File: config.mk
export PLATFORM = sky130hd
export DESIGN_NAME = p_accumulator_flat
export DESIGN_NICKNAME = d
export VERILOG_FILES = /design/src/rtl/p_accumulator_if.sv /design/src/rtl/p_accumulator.sv /design/src/flat_wrapper.sv
export SDC_FILE = /design/constraint.sdc
export NUM_CORES = 1
export LEC_CHECK = 0
export BUFFER_PORTS_ARGS = -buffer_cell sky130_fd_sc_hd__buf_4
export CAP_MARGIN = 20
export CORE_MARGIN = 2
export CORE_UTILIZATION = 48
export DETAILED_ROUTE_END_ITERATION = 8
export PLACE_DENSITY = 0.67
export SETUP_SLACK_MARGIN = 0.2
export SLEW_MARGIN = 20
export SYNTH_ARGS = -nofsm -noshare
export SYNTH_HDL_FRONTEND = slang
export SYNTH_SLANG_ARGS = --single-unit
File: constraint.sdc
create_clock -name clk -period 7.8 [get_ports clk]
set_input_delay 0.39 -clock clk [delete_from_list [all_inputs] [get_ports clk]]
set_output_delay 0.39 -clock clk [all_outputs]
set_load 0.05 [all_outputs]
File: src/rtl/p_accumulator_if.sv
`timescale 1ns/1ps
`default_nettype none
// ============================================================================
// Module   : p_accumulator_if
// Brief    : Element-in / result-out handshake bundle for p_accumulator.
//            master = producer/consumer side, slave = accumulator side.
// Revision : 1.0 - initial release
// ============================================================================
interface p_accumulator_if #(
    parameter int WIDTH     = 8,
    parameter int ACC_WIDTH = 2*WIDTH+8
);
    logic                   op_valid;
    logic                   op_ready;
    logic [2*WIDTH-1:0]     product;
    logic [ACC_WIDTH-1:0]   acc_out;
    logic                   acc_sat;
    logic                   out_valid;
    logic                   out_ready;

    modport master (
        output op_valid, product, out_ready,
        input  op_ready, acc_out, acc_sat, out_valid
    );

    modport slave (
        input  op_valid, product, out_ready,
        output op_ready, acc_out, acc_sat, out_valid
    );
endinterface
`default_nettype wire

File: src/rtl/p_accumulator.sv
`timescale 1ns/1ps
`default_nettype none
// ============================================================================
// Module   : p_accumulator
// Brief    : Dot-product accumulator behind a fixed-latency multiplier.
//            Accepted elements are tracked through a valid delay line that
//            lines up with the multiplier output; every DOT_LEN products the
//            sum is pushed into a 2-entry result FIFO.  Credit-based
//            op_ready keeps the FIFO from ever overflowing.
//            Optional feature macro: P_ACC_SAT_EN (saturating accumulation
//            with a per-vector sticky flag); undefined = modulo wrap.
// Revision : 1.0 - initial release
// ============================================================================
module p_accumulator #(
    parameter int WIDTH        = 8,
    parameter int ACC_WIDTH    = 2*WIDTH+8,
    parameter int DOT_LEN      = 16,
    parameter int MULT_LATENCY = 3
) (
    input  logic              clk,
    input  logic              reset,
    p_accumulator_if.slave    bus
);

    // Valid must trail acceptance by the multiplier depth plus its input
    // and output registers so product is sampled exactly when it is ready.
    localparam int                  c_LAT      = MULT_LATENCY + 2;
    localparam int                  c_IDX_W    = $clog2(DOT_LEN);
    localparam logic [c_IDX_W-1:0]  c_IDX_LAST = c_IDX_W'(DOT_LEN - 1);
    localparam logic [c_IDX_W-1:0]  c_IDX_ONE  = c_IDX_W'(1);

    logic [c_LAT-1:0]               vld_q;
    logic [c_IDX_W-1:0]             in_idx_q,  in_idx_d;
    logic [c_IDX_W-1:0]             acc_idx_q, acc_idx_d;
    logic [1:0]                     pending_q, pending_d;
    logic [ACC_WIDTH-1:0]           acc_q,     acc_d;
    logic                           sat_d;
`ifdef P_ACC_SAT_EN
    logic                           sat_q;
`endif

    logic [1:0][ACC_WIDTH-1:0]      fifo_data_q;
    logic [1:0]                     fifo_sat_q;
    logic                           wr_ptr_q, rd_ptr_q;
    logic [1:0]                     fifo_cnt_q, fifo_cnt_d;

    logic                           w_op_ready;
    logic                           w_accept;
    logic                           w_vec_start;
    logic                           w_dvalid;
    logic                           w_push;
    logic                           w_pop;
    logic [ACC_WIDTH-1:0]           w_prod_ext;
`ifdef P_ACC_SAT_EN
    logic [ACC_WIDTH:0]             w_sum;
`else
    logic [ACC_WIDTH-1:0]           w_sum;
`endif

    // A new vector may only start if both FIFO slots are not already
    // spoken for by stored results or vectors still in flight.
    assign w_op_ready  = (in_idx_q != '0) ||
                         ((3'(fifo_cnt_q) + 3'(pending_q)) < 3'd2);
    assign w_accept    = bus.op_valid && w_op_ready;
    assign w_vec_start = w_accept && (in_idx_q == '0);
    assign w_dvalid    = vld_q[c_LAT-1];
    assign w_push      = w_dvalid && (acc_idx_q == c_IDX_LAST);
    assign w_pop       = (fifo_cnt_q != 2'd0) && bus.out_ready;
    assign w_prod_ext  = ACC_WIDTH'(bus.product);

`ifdef P_ACC_SAT_EN
    assign w_sum = {1'b0, acc_q} + {1'b0, w_prod_ext};
`else
    assign w_sum = acc_q + w_prod_ext;
`endif

    assign bus.op_ready  = w_op_ready;
    assign bus.out_valid = (fifo_cnt_q != 2'd0);
    assign bus.acc_out   = fifo_data_q[rd_ptr_q];
    assign bus.acc_sat   = fifo_sat_q[rd_ptr_q];

    // Input/output element indices, in-flight vector credit and FIFO fill.
    always_comb begin
        in_idx_d   = in_idx_q;
        acc_idx_d  = acc_idx_q;
        pending_d  = pending_q;
        fifo_cnt_d = fifo_cnt_q;

        if (w_accept) begin
            in_idx_d = (in_idx_q == c_IDX_LAST) ? '0 : in_idx_q + c_IDX_ONE;
        end

        if (w_dvalid) begin
            acc_idx_d = (acc_idx_q == c_IDX_LAST) ? '0 : acc_idx_q + c_IDX_ONE;
        end

        case ({w_vec_start, w_push})
            2'b10:   pending_d = pending_q + 2'd1;
            2'b01:   pending_d = pending_q - 2'd1;
            default: pending_d = pending_q;
        endcase

        case ({w_push, w_pop})
            2'b10:   fifo_cnt_d = fifo_cnt_q + 2'd1;
            2'b01:   fifo_cnt_d = fifo_cnt_q - 2'd1;
            default: fifo_cnt_d = fifo_cnt_q;
        endcase
    end

    // Accumulator datapath: first product of a vector loads, the rest add.
    always_comb begin
        acc_d = acc_q;
`ifdef P_ACC_SAT_EN
        sat_d = sat_q;
`else
        sat_d = 1'b0;
`endif
        if (w_dvalid) begin
            if (acc_idx_q == '0) begin
                acc_d = w_prod_ext;
                sat_d = 1'b0;
            end else begin
`ifdef P_ACC_SAT_EN
                if (w_sum[ACC_WIDTH]) begin
                    acc_d = '1;
                    sat_d = 1'b1;
                end else begin
                    acc_d = w_sum[ACC_WIDTH-1:0];
                end
`else
                acc_d = w_sum[ACC_WIDTH-1:0];
`endif
            end
        end
    end

    // State registers; reset drops any partial vector and in-flight valids.
    always_ff @(posedge clk or posedge reset) begin
        if (reset) begin
            vld_q       <= '0;
            in_idx_q    <= '0;
            acc_idx_q   <= '0;
            pending_q   <= 2'd0;
            acc_q       <= '0;
`ifdef P_ACC_SAT_EN
            sat_q       <= 1'b0;
`endif
            fifo_data_q <= '0;
            fifo_sat_q  <= '0;
            wr_ptr_q    <= 1'b0;
            rd_ptr_q    <= 1'b0;
            fifo_cnt_q  <= 2'd0;
        end else begin
            vld_q      <= {vld_q[c_LAT-2:0], w_accept};
            in_idx_q   <= in_idx_d;
            acc_idx_q  <= acc_idx_d;
            pending_q  <= pending_d;
            acc_q      <= acc_d;
`ifdef P_ACC_SAT_EN
            sat_q      <= sat_d;
`endif
            fifo_cnt_q <= fifo_cnt_d;
            if (w_push) begin
                fifo_data_q[wr_ptr_q] <= acc_d;
                fifo_sat_q[wr_ptr_q]  <= sat_d;
                wr_ptr_q              <= ~wr_ptr_q;
            end
            if (w_pop) begin
                rd_ptr_q <= ~rd_ptr_q;
            end
        end
    end

    // The credit rule must never let a result land on a full FIFO.
    a_no_push_when_full: assert property (
        @(posedge clk) disable iff (reset) !(w_push && (fifo_cnt_q == 2'd2))
    );

endmodule
`default_nettype wire
File: src/flat_wrapper.sv
// flat-port wrapper written by rule: the top's interface ports become plain ports
module p_accumulator_flat 
#(
    parameter int WIDTH        = 8,
    parameter int ACC_WIDTH    = 2*WIDTH+8,
    parameter int DOT_LEN      = 16,
    parameter int MULT_LATENCY = 3
)
  (clk, reset, bus_op_valid, bus_product, bus_out_ready, bus_op_ready, bus_acc_out, bus_acc_sat, bus_out_valid);
  p_accumulator_if #(.WIDTH(WIDTH), .ACC_WIDTH(ACC_WIDTH)) bus_i ();
  input  logic clk;
  input  logic reset;
  input wire logic [$bits(bus_i.op_valid)-1:0] bus_op_valid;
  input wire logic [$bits(bus_i.product)-1:0] bus_product;
  input wire logic [$bits(bus_i.out_ready)-1:0] bus_out_ready;
  output wire logic [$bits(bus_i.op_ready)-1:0] bus_op_ready;
  output wire logic [$bits(bus_i.acc_out)-1:0] bus_acc_out;
  output wire logic [$bits(bus_i.acc_sat)-1:0] bus_acc_sat;
  output wire logic [$bits(bus_i.out_valid)-1:0] bus_out_valid;
  assign bus_i.op_valid = bus_op_valid;
  assign bus_i.product = bus_product;
  assign bus_i.out_ready = bus_out_ready;
  assign bus_op_ready = bus_i.op_ready;
  assign bus_acc_out = bus_i.acc_out;
  assign bus_acc_sat = bus_i.acc_sat;
  assign bus_out_valid = bus_i.out_valid;
  p_accumulator #(.WIDTH(WIDTH), .ACC_WIDTH(ACC_WIDTH), .DOT_LEN(DOT_LEN), .MULT_LATENCY(MULT_LATENCY)) u_core (.clk(clk), .reset(reset), .bus(bus_i));
endmodule
# Word level (Yosys, flattened, before mapping)
# Index checks and enable logic that the tools add are counted.
# classes
order_cmp,4
bitwise,4
muxes,15
n_eq_ne,6
n_reduce_logical,12
n_addsub,8
# ops
operator,count
24-bit 2-to-1 mux,5
48-bit bitwise mux,1
24-bit by 16-bit adder with 24-bit output,1
24-bit demux with 1-bit select,1
4-bit by 1-bit adder with 4-bit output (second input constant),2
4-bit == test (second input constant),2
4-bit logical NOT,2
4-bit 2-to-1 mux,2
2-bit one-hot mux with 2 select lines,2
2-bit nonzero test,3
1-bit logical AND,5
2-bit by 1-bit adder with 2-bit output (second input constant),2
2-bit by 1-bit == test with 1-bit output (second input constant),2
2-bit == test (second input constant),2
1-bit by 2-bit less-than comparator with 1-bit output (second input constant),2
4-bit nonzero test,1
2-bit by 1-bit subtractor with 2-bit output (second input constant),2
2-bit by 2-bit adder with 3-bit output,1
3-bit by 2-bit less-than comparator with 1-bit output (second input constant),1
1-bit 2-to-1 mux,3
2-bit AND,1
1-bit NOT,2
2-bit NOT,1
1-bit demux with 1-bit select,1
2 further kinds,2
# totals
elab_cells,60
out_inout_bits,27
input_bits,20
register_bits,93

# Longest topological paths before layout
# logic_depth
word_depth,7
mapped_depth,11
depth_no_buf,10

# Worst setup path before layout
# Ideal clock, no wire load.
# synth_timing
kind,input to register
start,input port bus_product[4]
end,register u_core.fifo_data_q[15] (netlist bit)
required_ps,7675
setup_slack_ps,5356
setup_time_ps,125
n_path_buf,0
cell_stages,8
t_arrival_ps,2319
path_cell_list,ha_1 > a21o_1 > a31o_2 > o21ai_2 > o21ai_1 > mux2i_1 > or4_1 > mux2_2
# synth_between
elab_chain_cells,4
# synth_lines
element,line,rtl
from (decl),flat_wrapper.sv:14,input wire logic [$bits(bus_i.product)-1:0] bus_product;
24-bit by 16-bit adder with 24-bit output,p_accumulator.sv:74,assign w_sum = acc_q + w_prod_ext;
24-bit 2-to-1 mux,p_accumulator.sv:119,if (acc_idx_q == '0) begin
24-bit 2-to-1 mux,p_accumulator.sv:118,if (w_dvalid) begin
48-bit bitwise mux,p_accumulator.sv:164,fifo_data_q[wr_ptr_q] <= acc_d;
to (signal assigned),p_accumulator.sv:148,fifo_data_q <= '0;
"to (signal, indexed assignment)",p_accumulator.sv:164,
to (decl),p_accumulator.sv:42,logic [1:0][ACC_WIDTH-1:0] fifo_data_q;
# Every way passes these cells.
# A chain may end at the register's enable or synchronous reset.

# Worst setup path in the final report
# layout_timing
start,register u_core.acc_idx_q[0]
end,register u_core.fifo_data_q[23] (netlist bit)
# layout_between
elab_chain_cells,4
word_cells_on_any_way,6
classes_between,eq/ne: 1; mux: 3; reduce/logical: 2
# layout_lines
element,line,rtl
from (decl),p_accumulator.sv:34,"logic [c_IDX_W-1:0] acc_idx_q, acc_idx_d;"
from (signal assigned),p_accumulator.sv:156,acc_idx_q <= acc_idx_d;
4-bit logical NOT,p_accumulator.sv:119,
24-bit 2-to-1 mux,p_accumulator.sv:119,
24-bit 2-to-1 mux,p_accumulator.sv:118,
via u_core.acc_d[23],p_accumulator.sv:36,"logic [ACC_WIDTH-1:0] acc_q, acc_d;"
48-bit bitwise mux,p_accumulator.sv:164,
# The timed path passes the listed nets, and every way through them passes these cells.

==> results.py <==
metrics = {
    "die": {
        "num_rows": 37,
        "core_area_sq_um": 10300,
        "die_w_um": 107,
        "dieArea_sq_um": 11500,
        "pin_count": 47,
        "start_util_pct": 49.4,
        "die_h_um": 107,
    },
    "synthesis": {
        "synthArstFlopShare_pct": 100,
        "ys.flop_type": "dfrtp_1",
        "netlist_instances": 516,
        "synth_cell_types": 60,
        "synth-seq-cells": 93,
        "synth_fp_nets": 560,
        "synth.cell_area_sq_um": 5100,
        "synth_edf_count": 0,
        "synth.avg_cell_area_sq_um": 9.89,
        "ys_seq_area_share_pct": 45.6,
        "ys_warn_count": 0,
    },
    "sta": {
        "setup_tns_ns": 0,
        "relSlewSlack_pct": 36.7,
        "setup_violations": 0,
        "finalMaxSlewViolations": 0,
        "rsz0062_at_grt": "no",
        "timing.final.crit_share_pct": 35.4,
        "min_period_ns": 2.76,
        "worstMarginPinSlew_ns": 0.949,
        "worst_hold_slack_ns": 0.292,
        "finalHoldViolations": 0,
        "finClkSkew_ns": 0.00665,
        "fmax_mhz": 363,
    },
    "clock_tree": {
        "clk_pin_slew_worst_paths_ns": 0.10,
        "htreeDepth": 3,
        "cts_sinks": 93,
        "cts_buffer_depth": 2,
        "insertion_delay_ns": 0.37,
        "cts_tree": "done",
        "cts_root_buf": "clkbuf_8",
        "cts_buffers": 9,
    },
    "run_status": {
        "status": "finished clean",
    },
    "run": {
        "cap_violations": 0,
    },
    "cells_and_area": {
        "final_cell_mix": "93 x dfrtp_1, 72 x nand2_1, 51 x buf_4, 43 x mux2_2, 40 x o21ai_0",
        "final_common_cell": "dfrtp_1",
        "nNetsFinal": 597,
        "area_growth_pct": 12.3,
        "multiInputGateArea_sq_um": 2580,
        "fillerInstances": 909,
        "seq_area_sq_um": 2330,
        "drive_above_1_share_pct": 22.6,
        "antennaDiodeCount": 0,
        "design_area_sq_um": 5730,
    },
    "worst_setup_path": {
        "rr_worst_depth": 8,
        "critPathMaxFanout": 16,
        "cpPeakStageDelay_ns": 0.57,
        "crit_chain": "inv_1 > ha_1 > and2_1 > nand2_2 > and3_1 > a211o_1 > or3_4 > mux2_4",
        "critPathTopFamily": "simple AND/OR/NAND/NOR gates",
        "cp_num_buf_inv": 1,
        "start_kind": "register",
        "cp.required_ns": 8.07,
        "critical_path_class": "reg -> reg",
        "crit_arrival_ns": 3.03,
        "cp_num_cells": 8,
        "r2r_slack_ns": 5.04,
        "worstSetupEndpointType": "register",
        "slowest_stage": "and2_1",
    },
    "route": {
        "drtAntennaViolNets": 0,
        "drc": 0,
        "drt_iter0_drc": 232,
        "wirelength_um": 11600,
        "vias": 3953,
        "drt-pass1-iter-count": 4,
        "wl_per_cell_um": 16.7,
        "via_per_inst": 5.70,
    },
    "hold_path": {
        "whs_path_depth": 3,
        "hp-class": "in -> reg",
    },
    "grt": {
        "grt_util_all_layers_pct": 21.3,
        "grt.overflow.total": 0,
        "grt_antenna_before_repair": 0,
        "grt_pass1_vias": 3816,
        "grt_max_degree": 77,
        "grt_pass1_wl_um": 18900,
    },
    "pwr": {
        "irDropWorstVdd_mv": 0.205,
        "power.density_nw_per_um2": 443,
        "p_leak_uw": 0.00258,
    },
    "place": {
        "hpwl_um": 8240,
        "postPlaceCellArea_sq_um": 5530,
        "gp_congestion": 1.00,
        "port-buffer-count": 46,
    },
}
cell families (layout without fill, tap and decap cells):
| family | after synthesis | after routing | synth area share [%] |
|---|---|---|---|
| AO/OA/AOI/OAI | 125 | 125 | 14.9 |
| buffers and inverters | 43 | 85 | 3.85 |
| AND/OR/NAND/NOR | 159 | 159 | 14.8 |
| XOR/XNOR | 23 | 23 | 3.95 |
| multiplexers | 49 | 49 | 10.8 |
| flip-flops | 93 | 93 | 45.6 |
| adder cells (fa/ha/maj) | 24 | 24 | 6.18 |
worst min-delay path: stages:
cell and delay (ns):
buf_4 0.12, nand2_1 0.05, a31oi_1 0.08
state kept, by name, summed over array words and instances (netlist names):
signal / flops
u_core.acc_q: 24
u_core.fifo_sat_q: 2
u_core.wr_ptr_q: 1
u_core.in_idx_q: 4
u_core.fifo_data_q: 48
u_core.rd_ptr_q: 1
u_core.pending_q: 2
u_core.acc_idx_q: 4
u_core.fifo_cnt_q: 2
u_core.vld_q: 5
worst paths after layout:
path,startpoint,end
worst min register to register,u_core.vld_q[0],u_core.vld_q[1]
worst max register to register,u_core.acc_idx_q[0],u_core.fifo_data_q[23]
worst min-delay path,bus_product[15],u_core.acc_q[15]
min in group asynchronous,reset,u_core.fifo_sat_q[0]
max in group asynchronous,reset,u_core.acc_q[10]
worst max-delay path,u_core.acc_idx_q[0],u_core.fifo_data_q[23]
cell type report:
type,instances,share of cell area [%]
Tap cell,136,2.97
Clock buffer,9,2.16
Multi-Input combinational cell,380,45.0
Clock inverter,7,1.24
Inverter,17,1.14
Sequential cell,93,40.6
Timing Repair Buffer,52,6.85
where the power goes:
| part | switching [uW] | total (uW) | internal (uW) | leakage (uW) |
|---|---|---|---|---|
| registers | 120 | 786 | 666 | 0.00104 |
| clock network | 198 | 322 | 124 | 0.0000922 |
| logic | 902 | 1430 | 527 | 0.00144 |
repair_timing:
item	CTS	global route
gates resized for setup	0	0
hold buffers	1	0
buffers inserted	0	0
hold endpoints to repair	17	0
layer usage:
layer | part of all wire [%] | track usage, % | wire length [um]
met1 | 45 | 26.7 | 5160
met4 | 3.0 | 8.63 | 352
met2 | 48 | 35.7 | 5540
met3 | 4.6 | 4.62 | 534
met5 | 0 | 0 | 0
Yosys cell counts (3+ instances only):
library cell / instances / area share, %
dfrtp_1: 93 / 46
nand2_1: 72 / 5.3
mux2_2: 43 / 9.5
o21ai_0: 40 / 3.9
nor2_1: 31 / 2.3
a21oi_1: 29 / 2.8
ha_1: 22 / 5.4
xnor2_1: 19 / 3.3
inv_1: 17 / 1.2
clkbuf_1: 14 / 1.0
a31oi_1: 10 / 1.2
and3_1: 7 / 0.86
nand3_1: 7 / 0.69
nor3_1: 7 / 0.69
a21o_1: 6 / 0.88
o21ai_1: 6 / 0.59
and2_1: 5 / 0.61
mux2i_1: 5 / 0.98
nor2b_1: 5 / 0.61
o21a_1: 5 / 0.74
buf_2: 4 / 0.39
or3_1: 4 / 0.49
xor2_1: 4 / 0.69
a211oi_1: 3 / 0.44
buf_1: 3 / 0.22
buf_6: 3 / 0.66
o2111ai_1: 3 / 0.51
o211ai_1: 3 / 0.44
o22ai_1: 3 / 0.37
through the flow:
| step | util [%] | setup slack (ns) | power [uW] | cells |
|---|---|---|---|---|
| after floorplan | - | 4.99 | 1870 | 516 |
| after global placement | 53.5 | 5.03 | 2180 | 677 |
| after detailed placement | 53.5 | 5.03 | 2220 | 677 |
| after CTS | 55.5 | 5.03 | 2550 | 694 |
| after global routing | 55.5 | 4.86 | 2720 | 694 |
| final | 55.5 | 5.04 | 2540 | 694 |
Power figures use the tool's default switching activity.
